===== config.mk =====
export PLATFORM = sky130hd
export DESIGN_NAME = multitap_key_decoder
export DESIGN_NICKNAME = d
export VERILOG_FILES = /design/src/rtl/keypad_pkg.sv /design/src/rtl/multitap_key_decoder_key_map.sv /design/src/rtl/multitap_key_decoder.sv
export SDC_FILE = /design/constraint.sdc
export NUM_CORES = 1
export LEC_CHECK = 0
export ABC_CLOCK_PERIOD_IN_PS = 3400
export BUFFER_PORTS_ARGS = -buffer_cell sky130_fd_sc_hd__buf_2
export CORE_MARGIN = 2
export CORE_UTILIZATION = 45
export DETAILED_ROUTE_END_ITERATION = 8
export GPL_ROUTABILITY_DRIVEN = 0
export PLACE_DENSITY = 0.73
export SLEW_MARGIN = 10
export SYNTH_ARGS = -nofsm -noshare
export SYNTH_HDL_FRONTEND = slang
export SYNTH_SLANG_ARGS = --single-unit

===== constraint.sdc =====
create_clock -name clk -period 3.4 [get_ports clk]
set_clock_uncertainty 0.05 [all_clocks]
set_input_delay 0.17 -clock clk [delete_from_list [all_inputs] [get_ports clk]]
set_output_delay 0.17 -clock clk [all_outputs]
set_load 0.01 [all_outputs]

===== src/rtl/keypad_pkg.sv =====
// keypad_pkg -- shared encodings for the multi-tap keypad decoder.
//   mode_e  : input mode encoding (ALPHABET / MORSE / SETTING)
//   state_e : decoder FSM state encoding
//   CODE_*  : control character codes produced by the key map
package keypad_pkg;

    typedef enum logic [1:0] {
        MODE_ALPHA   = 2'd0,
        MODE_MORSE   = 2'd1,
        MODE_SETTING = 2'd2
    } mode_e;

    typedef enum logic [1:0] {
        ST_IDLE    = 2'd0,
        ST_COMPOSE = 2'd1,
        ST_FLUSH   = 2'd2
    } state_e;

    localparam logic [7:0] CODE_NONE  = 8'h00;
    localparam logic [7:0] CODE_BKSP  = 8'h08;
    localparam logic [7:0] CODE_ENTER = 8'h0D;
    localparam logic [7:0] CODE_SPACE = 8'h20;
    localparam logic [7:0] CODE_UP    = 8'h80;
    localparam logic [7:0] CODE_DOWN  = 8'h81;
    localparam logic [7:0] CODE_LEFT  = 8'h82;
    localparam logic [7:0] CODE_RIGHT = 8'h83;

endpackage


===== src/rtl/multitap_key_decoder_key_map.sv =====
// key_map -- combinational keypad lookup (mode, tap state, key index -> code).
//   mode     : keypad_pkg::mode_e encoding
//   state    : tap index; 0 is the key's digit, 1..4 walk its letter group
//   key_idx  : key index 1..12 (anything else maps to 0x00)
//   key_data : character / control code
// Layout: keys 1..8 are letter keys, 9..12 are SPACE, BKSP, '0', ENTER.
module key_map
    import keypad_pkg::*;
(
    input  logic [1:0] mode,
    input  logic [2:0] state,
    input  logic [3:0] key_idx,
    output logic [7:0] key_data
);

    // Four letters per letter key, first tap in the top byte.
    logic [31:0] letters;

    always_comb begin
        letters = 32'h0;
        case (key_idx)
            4'd1:    letters = ".,?!";
            4'd2:    letters = "UV-'";
            4'd3:    letters = "ABCD";
            4'd4:    letters = "WXYZ";
            4'd5:    letters = "EFGH";
            4'd6:    letters = "IJKL";
            4'd7:    letters = "MNOP";
            4'd8:    letters = "QRST";
            default: letters = 32'h0;
        endcase
    end

    always_comb begin
        key_data = CODE_NONE;
        case (mode)
            MODE_ALPHA: begin
                case (key_idx)
                    4'd1, 4'd2, 4'd3, 4'd4, 4'd5, 4'd6, 4'd7, 4'd8: begin
                        case (state)
                            3'd0:    key_data = 8'h30 + {4'd0, key_idx};
                            3'd1:    key_data = letters[31:24];
                            3'd2:    key_data = letters[23:16];
                            3'd3:    key_data = letters[15:8];
                            3'd4:    key_data = letters[7:0];
                            default: key_data = CODE_NONE;
                        endcase
                    end
                    4'd9:    key_data = CODE_SPACE;
                    4'd10:   key_data = CODE_BKSP;
                    4'd11:   key_data = "0";
                    4'd12:   key_data = CODE_ENTER;
                    default: key_data = CODE_NONE;
                endcase
            end
            MODE_MORSE: begin
                case (key_idx)
                    4'd1:    key_data = "-";
                    4'd2:    key_data = ".";
                    4'd9:    key_data = CODE_SPACE;
                    4'd12:   key_data = CODE_ENTER;
                    default: key_data = CODE_NONE;
                endcase
            end
            MODE_SETTING: begin
                case (key_idx)
                    4'd1:    key_data = CODE_UP;
                    4'd2:    key_data = CODE_DOWN;
                    4'd3:    key_data = CODE_LEFT;
                    4'd4:    key_data = CODE_RIGHT;
                    4'd12:   key_data = CODE_ENTER;
                    default: key_data = CODE_NONE;
                endcase
            end
            default: key_data = CODE_NONE;
        endcase
    end

endmodule


===== src/rtl/multitap_key_decoder.sv =====
// multitap_key_decoder -- phone-style multi-tap keypad to character stream.
//   clk, rst          : clock, asynchronous active-high reset
//   mode              : 0 ALPHABET, 1 MORSE, 2 SETTING; sampled on accepted press
//   key_valid/key_idx : key press strobe and index; key_ready gates acceptance
//   out_valid/out_data/out_ready : committed character, valid/ready handshake
//   preview_valid/preview_data   : character the composition would commit now
//   tap_state         : current tap index of the composition
//   drop_flag         : sticky, set when a press arrives while key_ready=0
// Letter keys in ALPHABET mode compose by repeated tapping; the character is
// committed by a different key or by TIMEOUT_CYC idle cycles. Control keys and
// the other modes emit immediately. A control key that interrupts a
// composition is parked in a one-entry pending slot (FLUSH) behind it.
module multitap_key_decoder
    import keypad_pkg::*;
#(
    parameter int NUM_KEYS    = 12,
    parameter int CTRL_BASE   = 9,
    parameter int MAX_TAPS    = 5,
    parameter int TIMEOUT_CYC = 50_000_000
) (
    input  logic       clk,
    input  logic       rst,
    input  logic [1:0] mode,
    input  logic       key_valid,
    input  logic [3:0] key_idx,
    output logic       key_ready,
    output logic       out_valid,
    output logic [7:0] out_data,
    input  logic       out_ready,
    output logic       preview_valid,
    output logic [7:0] preview_data,
    output logic [2:0] tap_state,
    output logic       drop_flag
);

    localparam int             TW       = $clog2(TIMEOUT_CYC + 1);
    localparam logic [TW-1:0]  T_LAST   = TW'(TIMEOUT_CYC - 1);
    localparam logic [2:0]     TAP_LAST = 3'(MAX_TAPS - 1);

    state_e        state;
    mode_e         mode_lat;
    logic [3:0]    cur_key;
    logic [2:0]    tap;
    logic [TW-1:0] timer;
    logic          pend_valid;
    logic [7:0]    pend_data;

    mode_e      mode_in;
    mode_e      imm_mode;
    logic       key_in_range;
    logic       key_is_letter;
    logic       accept;
    logic [2:0] tap_next;
    logic [7:0] comp_code;
    logic [7:0] imm_code;

    assign mode_in = mode_e'(mode);

    // Mid-composition the latched mode decides how a key is classified and
    // looked up, so a mode switch cannot change the word being typed.
    assign imm_mode      = (state == ST_COMPOSE) ? mode_lat : mode_in;
    assign key_in_range  = (key_idx != 4'd0) && (int'(key_idx) <= NUM_KEYS);
    assign key_is_letter = (int'(key_idx) < CTRL_BASE) && (imm_mode == MODE_ALPHA);

    assign key_ready = ~out_valid & ~pend_valid;
    assign accept    = key_valid & key_ready & key_in_range;
    assign tap_next  = (tap == TAP_LAST) ? 3'd0 : tap + 3'd1;

    // Composition lookup feeds both preview and commits; the second instance
    // resolves immediate keys at tap 0.
    key_map u_km_comp (
        .mode     (mode_lat),
        .state    (tap),
        .key_idx  (cur_key),
        .key_data (comp_code)
    );

    key_map u_km_imm (
        .mode     (imm_mode),
        .state    (3'd0),
        .key_idx  (key_idx),
        .key_data (imm_code)
    );

    assign preview_valid = (state == ST_COMPOSE);
    assign preview_data  = (state == ST_COMPOSE) ? comp_code : 8'h00;
    assign tap_state     = tap;

    always_ff @(posedge clk or posedge rst) begin
        if (rst) begin
            state      <= ST_IDLE;
            mode_lat   <= MODE_ALPHA;
            cur_key    <= 4'd0;
            tap        <= 3'd0;
            timer      <= '0;
            pend_valid <= 1'b0;
            pend_data  <= 8'h00;
            out_valid  <= 1'b0;
            out_data   <= 8'h00;
            drop_flag  <= 1'b0;
        end else begin
            if (key_valid && !key_ready)
                drop_flag <= 1'b1;

            // Handshake retires the output; commits below override this when
            // they load a new character in the same cycle.
            if (out_valid && out_ready)
                out_valid <= 1'b0;

            case (state)
                ST_IDLE: begin
                    if (accept) begin
                        if (key_is_letter) begin
                            state    <= ST_COMPOSE;
                            cur_key  <= key_idx;
                            tap      <= 3'd0;
                            timer    <= '0;
                            mode_lat <= mode_in;
                        end else begin
                            out_valid <= 1'b1;
                            out_data  <= imm_code;
                        end
                    end
                end

                ST_COMPOSE: begin
                    // accept implies the output register is free here.
                    if (accept) begin
                        timer <= '0;
                        if (key_is_letter && key_idx == cur_key) begin
                            tap <= tap_next;
                        end else if (key_is_letter) begin
                            out_valid <= 1'b1;
                            out_data  <= comp_code;
                            cur_key   <= key_idx;
                            tap       <= 3'd0;
                        end else begin
                            out_valid  <= 1'b1;
                            out_data   <= comp_code;
                            pend_valid <= 1'b1;
                            pend_data  <= imm_code;
                            tap        <= 3'd0;
                            state      <= ST_FLUSH;
                        end
                    end else if (timer != T_LAST) begin
                        timer <= timer + 1'b1;
                    end else if (!out_valid) begin
                        // Timer parks at T_LAST until the previous character
                        // has been taken, then the timeout commit fires.
                        out_valid <= 1'b1;
                        out_data  <= comp_code;
                        tap       <= 3'd0;
                        timer     <= '0;
                        state     <= ST_IDLE;
                    end
                end

                ST_FLUSH: begin
                    if (out_valid && out_ready) begin
                        out_valid  <= 1'b1;
                        out_data   <= pend_data;
                        pend_valid <= 1'b0;
                        state      <= ST_IDLE;
                    end
                end

                default: state <= ST_IDLE;
            endcase
        end
    end

endmodule


==> summary.md, run 1 <==
| Metric | Value |
|---|---|
| Fraction of registers with async set or reset after synthesis | `100.0%` |
| Tightest Pin Transition | `0.8307 ns` |
| Int Pwr | `1.833 mW` |
| #FFs+latches synth | `55` |
| Detailed Place HPWL | `8.354 mm` |
| CTS tree | `yes` |
| Startpoint types | `flip-flop` |
| Min-Delay Path Class | `in -> reg` |
| Diodes inserted | `0` |
| Initial Util | `45.82%` |
| CTS root buf | `clkbuf_8` |
| # port buffers | `32` |
| Design area | `4712 sq um` |
| Htree depth | `2` |
| RSZ-0062 raised after global routing | `false` |
| Clock network power share | `10.9%` |
| Yosys warnings | `0` |
| Worst-path cell chain | `inv_1 -> ha_1 -> nor3_1 -> a21oi_1 -> o211ai_1 -> a41o_1 -> o21ai_0 -> buf_2` |
| Mean Syn Cell Area | `8.119 sq um` |
| Total power | `3.651 mW` |
| DP Area | `4604 sq um` |
| Setup Buffers After CTS | `0` |
| Worst path max stage delay | `0.59 ns` |
| Worst-path clk slew | `0.12 ns` |
| Die width | `103.1 microns` |
| Nets | `582` |
| Post-layout min period | `3.037 ns` |
| Tot GR Track Use | `21.71%` |
| Critical path's slowest cell | `o211ai_1` |
| Clock sinks | `55` |
| Final Cycle Share | `89.33%` |
| Placed cells | `680` |
| Vias in the first global route | `3,819` |
| Overflow after GRT | `0` |
| Vias per cell | `6.158` |
| Max Root-Sink Buffers | `2` |
| Reg2reg setup slack | `0.44 ns` |
| Commonest non-fill, non-tap cell in the layout | `nand2_1` |
| Antenna violations before repair | `0` |
| EDFF count, synth | `0` |
| Critical Path End | `preview_data[1]` |
| Reg2reg start | `state[1]` |
| First-pass GRT wire length | `18.59 mm` |
| Pwr/cell area | `774.9 nW/um^2` |
| Sw frac | `49.79%` |
| Max-Cap Viols | `0` |
| DR vias | `4,243` |
| Syn-to-layout area delta | `6.686%` |
| Drt total wl | `11.41 mm` |
| DR iter-0 viols | `373` |
| DRC errors left | `0` |
| Min-delay src | `key_valid` |
| Most frequent cells in the layout | `57 x nand2_1, 55 x dfrtp_1, 51 x o21ai_0, 43 x a21oi_1, 39 x nor2_1` |
| Combinational share of power | `53.1%` |
| Levels on crit path | `8` |
| WP data required | `3.18 ns` |
| Seq pwr share | `36.0%` |
| Finish-stage setup viols | `0` |
| CP top delay family | `compound AO/OA/AOI/OAI gates` |
| Pre-Repair DR Iteration Count | `5` |
| CP arrival | `2.82 ns` |
| Crit Path Class | `reg -> out` |
| Final Max Slew Viols | `0` |
| Top FF cell, synth | `dfrtp_1` |
| Hold Fails Final Rpt | `0` |
| Die span in y | `103.1 microns` |
| Layout Cells excl Fill | `689` |
| Cells after Synth | `544` |
| Count of different cell masters after synthesis | `74` |
| Cts bufs inserted | `5` |
| Worst r2r dst | `timer[25]` |
| Seq/Total Area, Yosys | `31.16%` |
| Net Count, Synth | `571` |
| Slew HR | `44.62%` |
| Average wire per standard cell | `16.56 microns` |
| Max frequency | `329.3 MHz` |
| Antenna-violating nets left | `0` |
| TNS Setup | `0 ns` |
| Peak supply drop | `0.3096 mV` |
| R2r worst-path depth | `8` |
| Critical path peak fanout | `9` |
| Filler cells | `963` |
| Insertion delay to the later sink of the worst-skew pair | `0.32 ns` |
| Reported leakage power | `1.855 nW` |
| Largest net degree at the start of global routing | `35` |
| CP Launch Point | `cur_key[1]` |
| # IOs | `33` |
| CP endpoint kind | `primary output` |
| Sw power | `1.818 mW` |
| Core area | `9639 sq um` |
| Synthesized cell area | `4417 sq um` |
| CP bufs+invs | `2` |
| Status | `completed` |
| Row count | `36` |
| Die area | `10,620 sq um` |
| Share of cells above drive strength 1 | `13.67%` |
==> metrics by stage <==
stage                     util [%]  hold slack (ns)  worst slack, ns
after floorplan                  -           0.2254           0.8566
after global placement       47.77           0.2866           0.5771
after detailed placement     47.77           0.2915           0.4875
after CTS                    48.88          0.05250           0.3917
after global routing         48.88          0.09133           0.1641
final                        48.88          0.05069           0.3628
==> area by class of cell <==
type                    instances  area [sq um]  area share, %
multi-input cells             434          2789          59.19
clock buffers                   5         68.82          1.460
flip-flops and latches         55          1376          29.21
clock inverters                 3         28.78         0.6107
repair buffers                 37         200.2          4.249
well taps                     133         166.4          3.532
inverters                      22         82.58          1.753
==> metal layers <==
layer / track usage (%) / vias to the layer above / routed length (microns) / share of wire (%)
met2: 35.21 / 148 / 5242 / 46
met5: 0 / - / 0 / 0
met4: 5.364 / 0 / 121 / 1.1
li1: - / 2060 / - / -
met3: 2.780 / 12 / 657 / 5.8
met1: 30.79 / 2023 / 5387 / 47
==> worst min path at each step <==
stage | slack (ns) | cells after the start | end
floorplan | 0.23 | 2 | mode_lat[0]
global placement | 0.29 | 2 | pend_valid
CTS | 0.05 | 3 | drop_flag
detailed placement | 0.29 | 2 | pend_valid
global route | 0.09 | 3 | drop_flag
finish | 0.05 | 3 | drop_flag
==> registers in the layout (all words and copies together) (netlist names) <==
name,flops
pend_valid,1
pend_data,7
cur_key,4
out_data,8
out_valid,1
timer,26
state,2
mode_lat,2
drop_flag,1
tap_state,3
==> power by group through the flow <==
stage          logic (mW)  clock network [mW]  registers [mW]
6_report             1.94               0.399            1.31
5_1_grt              2.15               0.425            1.37
4_1_cts              1.91               0.405            1.30
3_5_place_dp         1.90                   0            1.31
3_3_place_gp         1.86                   0            1.29
2_1_floorplan        1.55                   0            1.14
==> synth_stat cells, drive strengths merged (3+ instances only) <==
| cell | instances | share of area [%] |
|---|---|---|
| and4 | 6 | 1.2 |
| or3 | 15 | 2.1 |
| and3 | 4 | 0.57 |
| a211oi | 5 | 0.85 |
| or4 | 7 | 1.3 |
| nand3 | 24 | 2.7 |
| nand2b | 5 | 0.71 |
| ha | 17 | 4.8 |
| a21oi | 43 | 4.9 |
| o221ai | 3 | 0.60 |
| nand3b | 4 | 0.68 |
| o211ai | 7 | 1.2 |
| clkbuf | 24 | 2.1 |
| buf | 9 | 1.7 |
| nor3 | 10 | 1.1 |
| a31oi | 4 | 0.57 |
| a32oi | 4 | 0.79 |
| dfrtp | 55 | 31 |
| or2 | 5 | 0.71 |
| nand2 | 58 | 5.1 |
| mux2 | 11 | 2.8 |
| nor4b | 3 | 0.60 |
| o2111ai | 3 | 0.60 |
| nor2 | 39 | 3.3 |
| mux2i | 9 | 2.0 |
| o21ai | 56 | 6.3 |
| inv | 22 | 1.9 |
| nor2b | 7 | 0.99 |
| o21a | 3 | 0.54 |
| o31ai | 9 | 1.8 |
| nor3b | 3 | 1.0 |
| a21boi | 4 | 0.68 |
| nand4 | 15 | 2.1 |
| o22ai | 5 | 0.71 |
| xor2 | 3 | 0.60 |
| and2 | 4 | 0.57 |
==> logic make-up after synthesis <==
kind of cell / synth area share, %
adders and majority gates: 4.816
xor gates and xnor gates: 0.9917
DFF: 31.16
and+or+nand+nor: 26.15
buffers and inverters: 5.694
AOI/OAI and AO/OA: 26.35
muxes: 4.844
==> tightest hold or removal path, stage by stage <==
cell      delay (ns)
buf_2           0.10
o21ai_0         0.06
nand2b_1        0.05
==> timing repair <==
action	4_1_cts	5_1_grt
setup endpoints to repair	0	0
hold endpoints to repair	33	0
hold buffers	1	0
gates resized for setup	0	0
(Power assumes the default switching activity.)
==> inputs of run 2 (changes only) <==
--- a/config.mk
+++ b/config.mk
@@ -5,13 +5,14 @@
 export SDC_FILE = /design/constraint.sdc
 export NUM_CORES = 1
 export LEC_CHECK = 0
-export ABC_CLOCK_PERIOD_IN_PS = 3400
+export ABC_CLOCK_PERIOD_IN_PS = 2500
 export BUFFER_PORTS_ARGS = -buffer_cell sky130_fd_sc_hd__buf_2
+export CAP_MARGIN = 20
 export CORE_MARGIN = 2
 export CORE_UTILIZATION = 45
 export DETAILED_ROUTE_END_ITERATION = 8
 export GPL_ROUTABILITY_DRIVEN = 0
-export PLACE_DENSITY = 0.73
+export PLACE_DENSITY = 0.75
 export SLEW_MARGIN = 10
 export SYNTH_ARGS = -nofsm -noshare
 export SYNTH_HDL_FRONTEND = slang
==> constraint.sdc (replaced) <==
create_clock -name clk -period 2.5 [get_ports clk]
set_clock_uncertainty 0.05 [all_clocks]
set_input_delay 0.125 -clock clk [delete_from_list [all_inputs] [get_ports clk]]
set_output_delay 0.125 -clock clk [all_outputs]
set_load 0.01 [all_outputs]
==> run 2 against run 1 <==
Against the previous run:
- final cell count is 6.4% higher
- total power grew 50%
- routed wire length is 3.3% higher
- via count rose by 5.5%
- clock power is 41% higher
- combinational power is 71% higher
- flip-flop and latch count unchanged
- final area up 9.2%
- non-clock buffer count up 44
- largest cell class unchanged
==> summary.md, run 2 (synthesis gave the netlist of run 1 again) <==
| Metric | Value |
|---|---|
| Post-layout min period | `2.444 ns` |
| Syn-to-layout area delta | `16.46% (was 6.686%)` |
| Pwr/cell area | `1067 nW/um^2 (was 774.9 nW/um^2)` |
| Clock sinks | `55 (unchanged)` |
| Max-Cap Viols | `0 (unchanged)` |
| Largest net degree at the start of global routing | `37 (was 35)` |
| WP data required | `2.33 ns (was 3.18 ns)` |
| Overflow after GRT | `0 (unchanged)` |
| DR vias | `4,477 (was 4,243)` |
| Critical path peak fanout | `4 (was 9)` |
| CTS root buf | `clkbuf_8 (unchanged)` |
| RSZ-0062 raised after global routing | `true (was false)` |
| Diodes inserted | `0 (unchanged)` |
| Most frequent cells in the layout | `57 x nand2_1, 51 x o21ai_0, 51 x dfrtp_1, 46 x buf_4, 42 x a21oi_1 (was 57 x nand2_1, 55 x dfrtp_1, 51 x o21ai_0, 43 x a21oi_1, 39 x nor2_1)` |
| Max frequency | `409.2 MHz` |
| First-pass GRT wire length | `19.56 mm (was 18.59 mm)` |
| # IOs | `33 (unchanged)` |
| Status | `completed (unchanged)` |
| Nets | `626 (was 582)` |
| Die span in y | `103.1 microns (unchanged)` |
| Finish-stage setup viols | `0 (unchanged)` |
| Tot GR Track Use | `22.72% (was 21.71%)` |
| DP Area | `4867 sq um (was 4604 sq um)` |
| Reported leakage power | `2.079 nW (was 1.855 nW)` |
| Final Cycle Share | `97.75%` |
| Worst-path clk slew | `0.11 ns (was 0.12 ns)` |
| Detailed Place HPWL | `8.753 mm (was 8.354 mm)` |
| Slew HR | `60.64% (was 44.62%)` |
| Insertion delay to the later sink of the worst-skew pair | `0.32 ns (about the same)` |
| Antenna-violating nets left | `0 (unchanged)` |
| Commonest non-fill, non-tap cell in the layout | `nand2_1 (unchanged)` |
| Max Root-Sink Buffers | `2 (unchanged)` |
| Pre-CTS setup slack | `0.001029 ns (was 0.4875 ns)` |
| CP arrival | `2.27 ns (was 2.82 ns)` |
| DRC errors left | `0 (unchanged)` |
| Cts bufs inserted | `5 (unchanged)` |
| Row count | `36 (unchanged)` |
| Final worst slack | `0.05626 ns (was 0.3628 ns)` |
| CTS tree | `yes (unchanged)` |
| Startpoint types | `flip-flop (unchanged)` |
| Vias in the first global route | `4,049 (was 3,819)` |
| DR iter-0 viols | `412 (was 373)` |
| Pre-Repair DR Iteration Count | `5 (unchanged)` |
| Antenna violations before repair | `0 (unchanged)` |
| Peak supply drop | `0.4722 mV (was 0.3096 mV)` |
| Die width | `103.1 microns (unchanged)` |
| Die area | `10,620 sq um (unchanged)` |
| # port buffers | `32 (unchanged)` |
| Htree depth | `2 (unchanged)` |
| Initial Util | `45.82% (unchanged)` |
| Tightest Pin Transition | `0.5905 ns (was 0.8307 ns)` |
| Register with the most flip-flops | `timer (unchanged)` |
| Final Max Slew Viols | `0 (unchanged)` |
| Reg2reg setup slack | `0.11 ns (was 0.44 ns)` |
| Regs by FF count | `timer x26, out_data x8, pend_data x7 (unchanged)` |
| Hold Fails Final Rpt | `0 (unchanged)` |
| Drt total wl | `11.79 mm (was 11.41 mm)` |
| CP endpoint kind | `primary output (unchanged)` |
| Filler cells | `919 (was 963)` |
| Vias per cell | `6.108 (was 6.158)` |
| Design area | `5144 sq um (was 4712 sq um)` |
| Crit Path Class | `reg -> out (unchanged)` |
| Average wire per standard cell | `16.08 microns (was 16.56 microns)` |
| Largest register FFs | `26 (unchanged)` |
| Min-Delay Path Class | `in -> reg (unchanged)` |
| Core area | `9639 sq um (unchanged)` |
| Share of cells above drive strength 1 | `23.50% (was 13.67%)` |
-- run 2: area by class of cell --
type                            count  area, sq um  area share (%)
Inverter                           22        82.58           1.605
Multi-Input combinational cell    434         2873           55.85
Clock inverter                      3        33.78          0.6568
Tap cell                          133        166.4           3.235
Sequential cell                    55         1381           26.85
Timing Repair Buffer               81        538.0           10.46
Clock buffer                        5        68.82           1.338
-- run 2: routing by layer --
layer | wire, microns | vias to the layer above | global-route usage (%)
li1 | - | 2149 | -
met1 | 5311 | 2136 | 32.30
met2 | 5588 | 175 | 37.11
met3 | 707 | 17 | 2.983
met4 | 178 | 0 | 4.757
met5 | 0 | - | 0
-- run 2: final timing paths --
check	startpoint	end	depth (start not counted)
min in group asynchronous	rst	mode_lat[0]	3
worst min register to register	drop_flag	drop_flag	1
worst max register to register	state[1]	timer[19]	8
max in group asynchronous	rst	cur_key[1]	4
worst max-delay path	tap_state[1]	preview_data[5]	9
worst min-delay path	key_valid	drop_flag	3
-- run 2: what timing repair did --
action                                  CTS  global route
pin swaps                                 1             9
endpoints found under the setup margin    5            43
gates resized for setup                   2            27
gates cloned                              0             0
hold endpoints to repair                 19             0
buffers inserted                          4             6
hold buffers                              1             0
-- run 2: through the flow --
stage,std cells,util [%],hold WS (ns),power [mW],TNS [ns]
after floorplan,544,-,0.1804,3.660,0
after global routing,733,53.36,0.06069,5.940,-0.03943
after global placement,715,50.49,0.09567,4.555,0
final,733,53.36,0.01393,5.487,0
after CTS,728,52.06,0.01487,5.241,0
after detailed placement,715,50.49,0.1050,4.650,0
-- run 2: worst max-delay path, stage by stage, from the launching register on --
cell      delay, ns
dfrtp_1        0.43
ha_2           0.19
ha_2           0.17
or2_4          0.25
a32o_2         0.27
o221ai_2       0.23
nor3_1         0.08
nor2_1         0.11
nor2_1         0.07
buf_2          0.14
-- run 2: power by group --
| group | switching (mW) | internal [mW] |
|---|---|---|
| registers | 0.376 | 1.24 |
| logic | 1.87 | 1.44 |
| clock network | 0.347 | 0.214 |
| total | 2.59 | 2.89 |
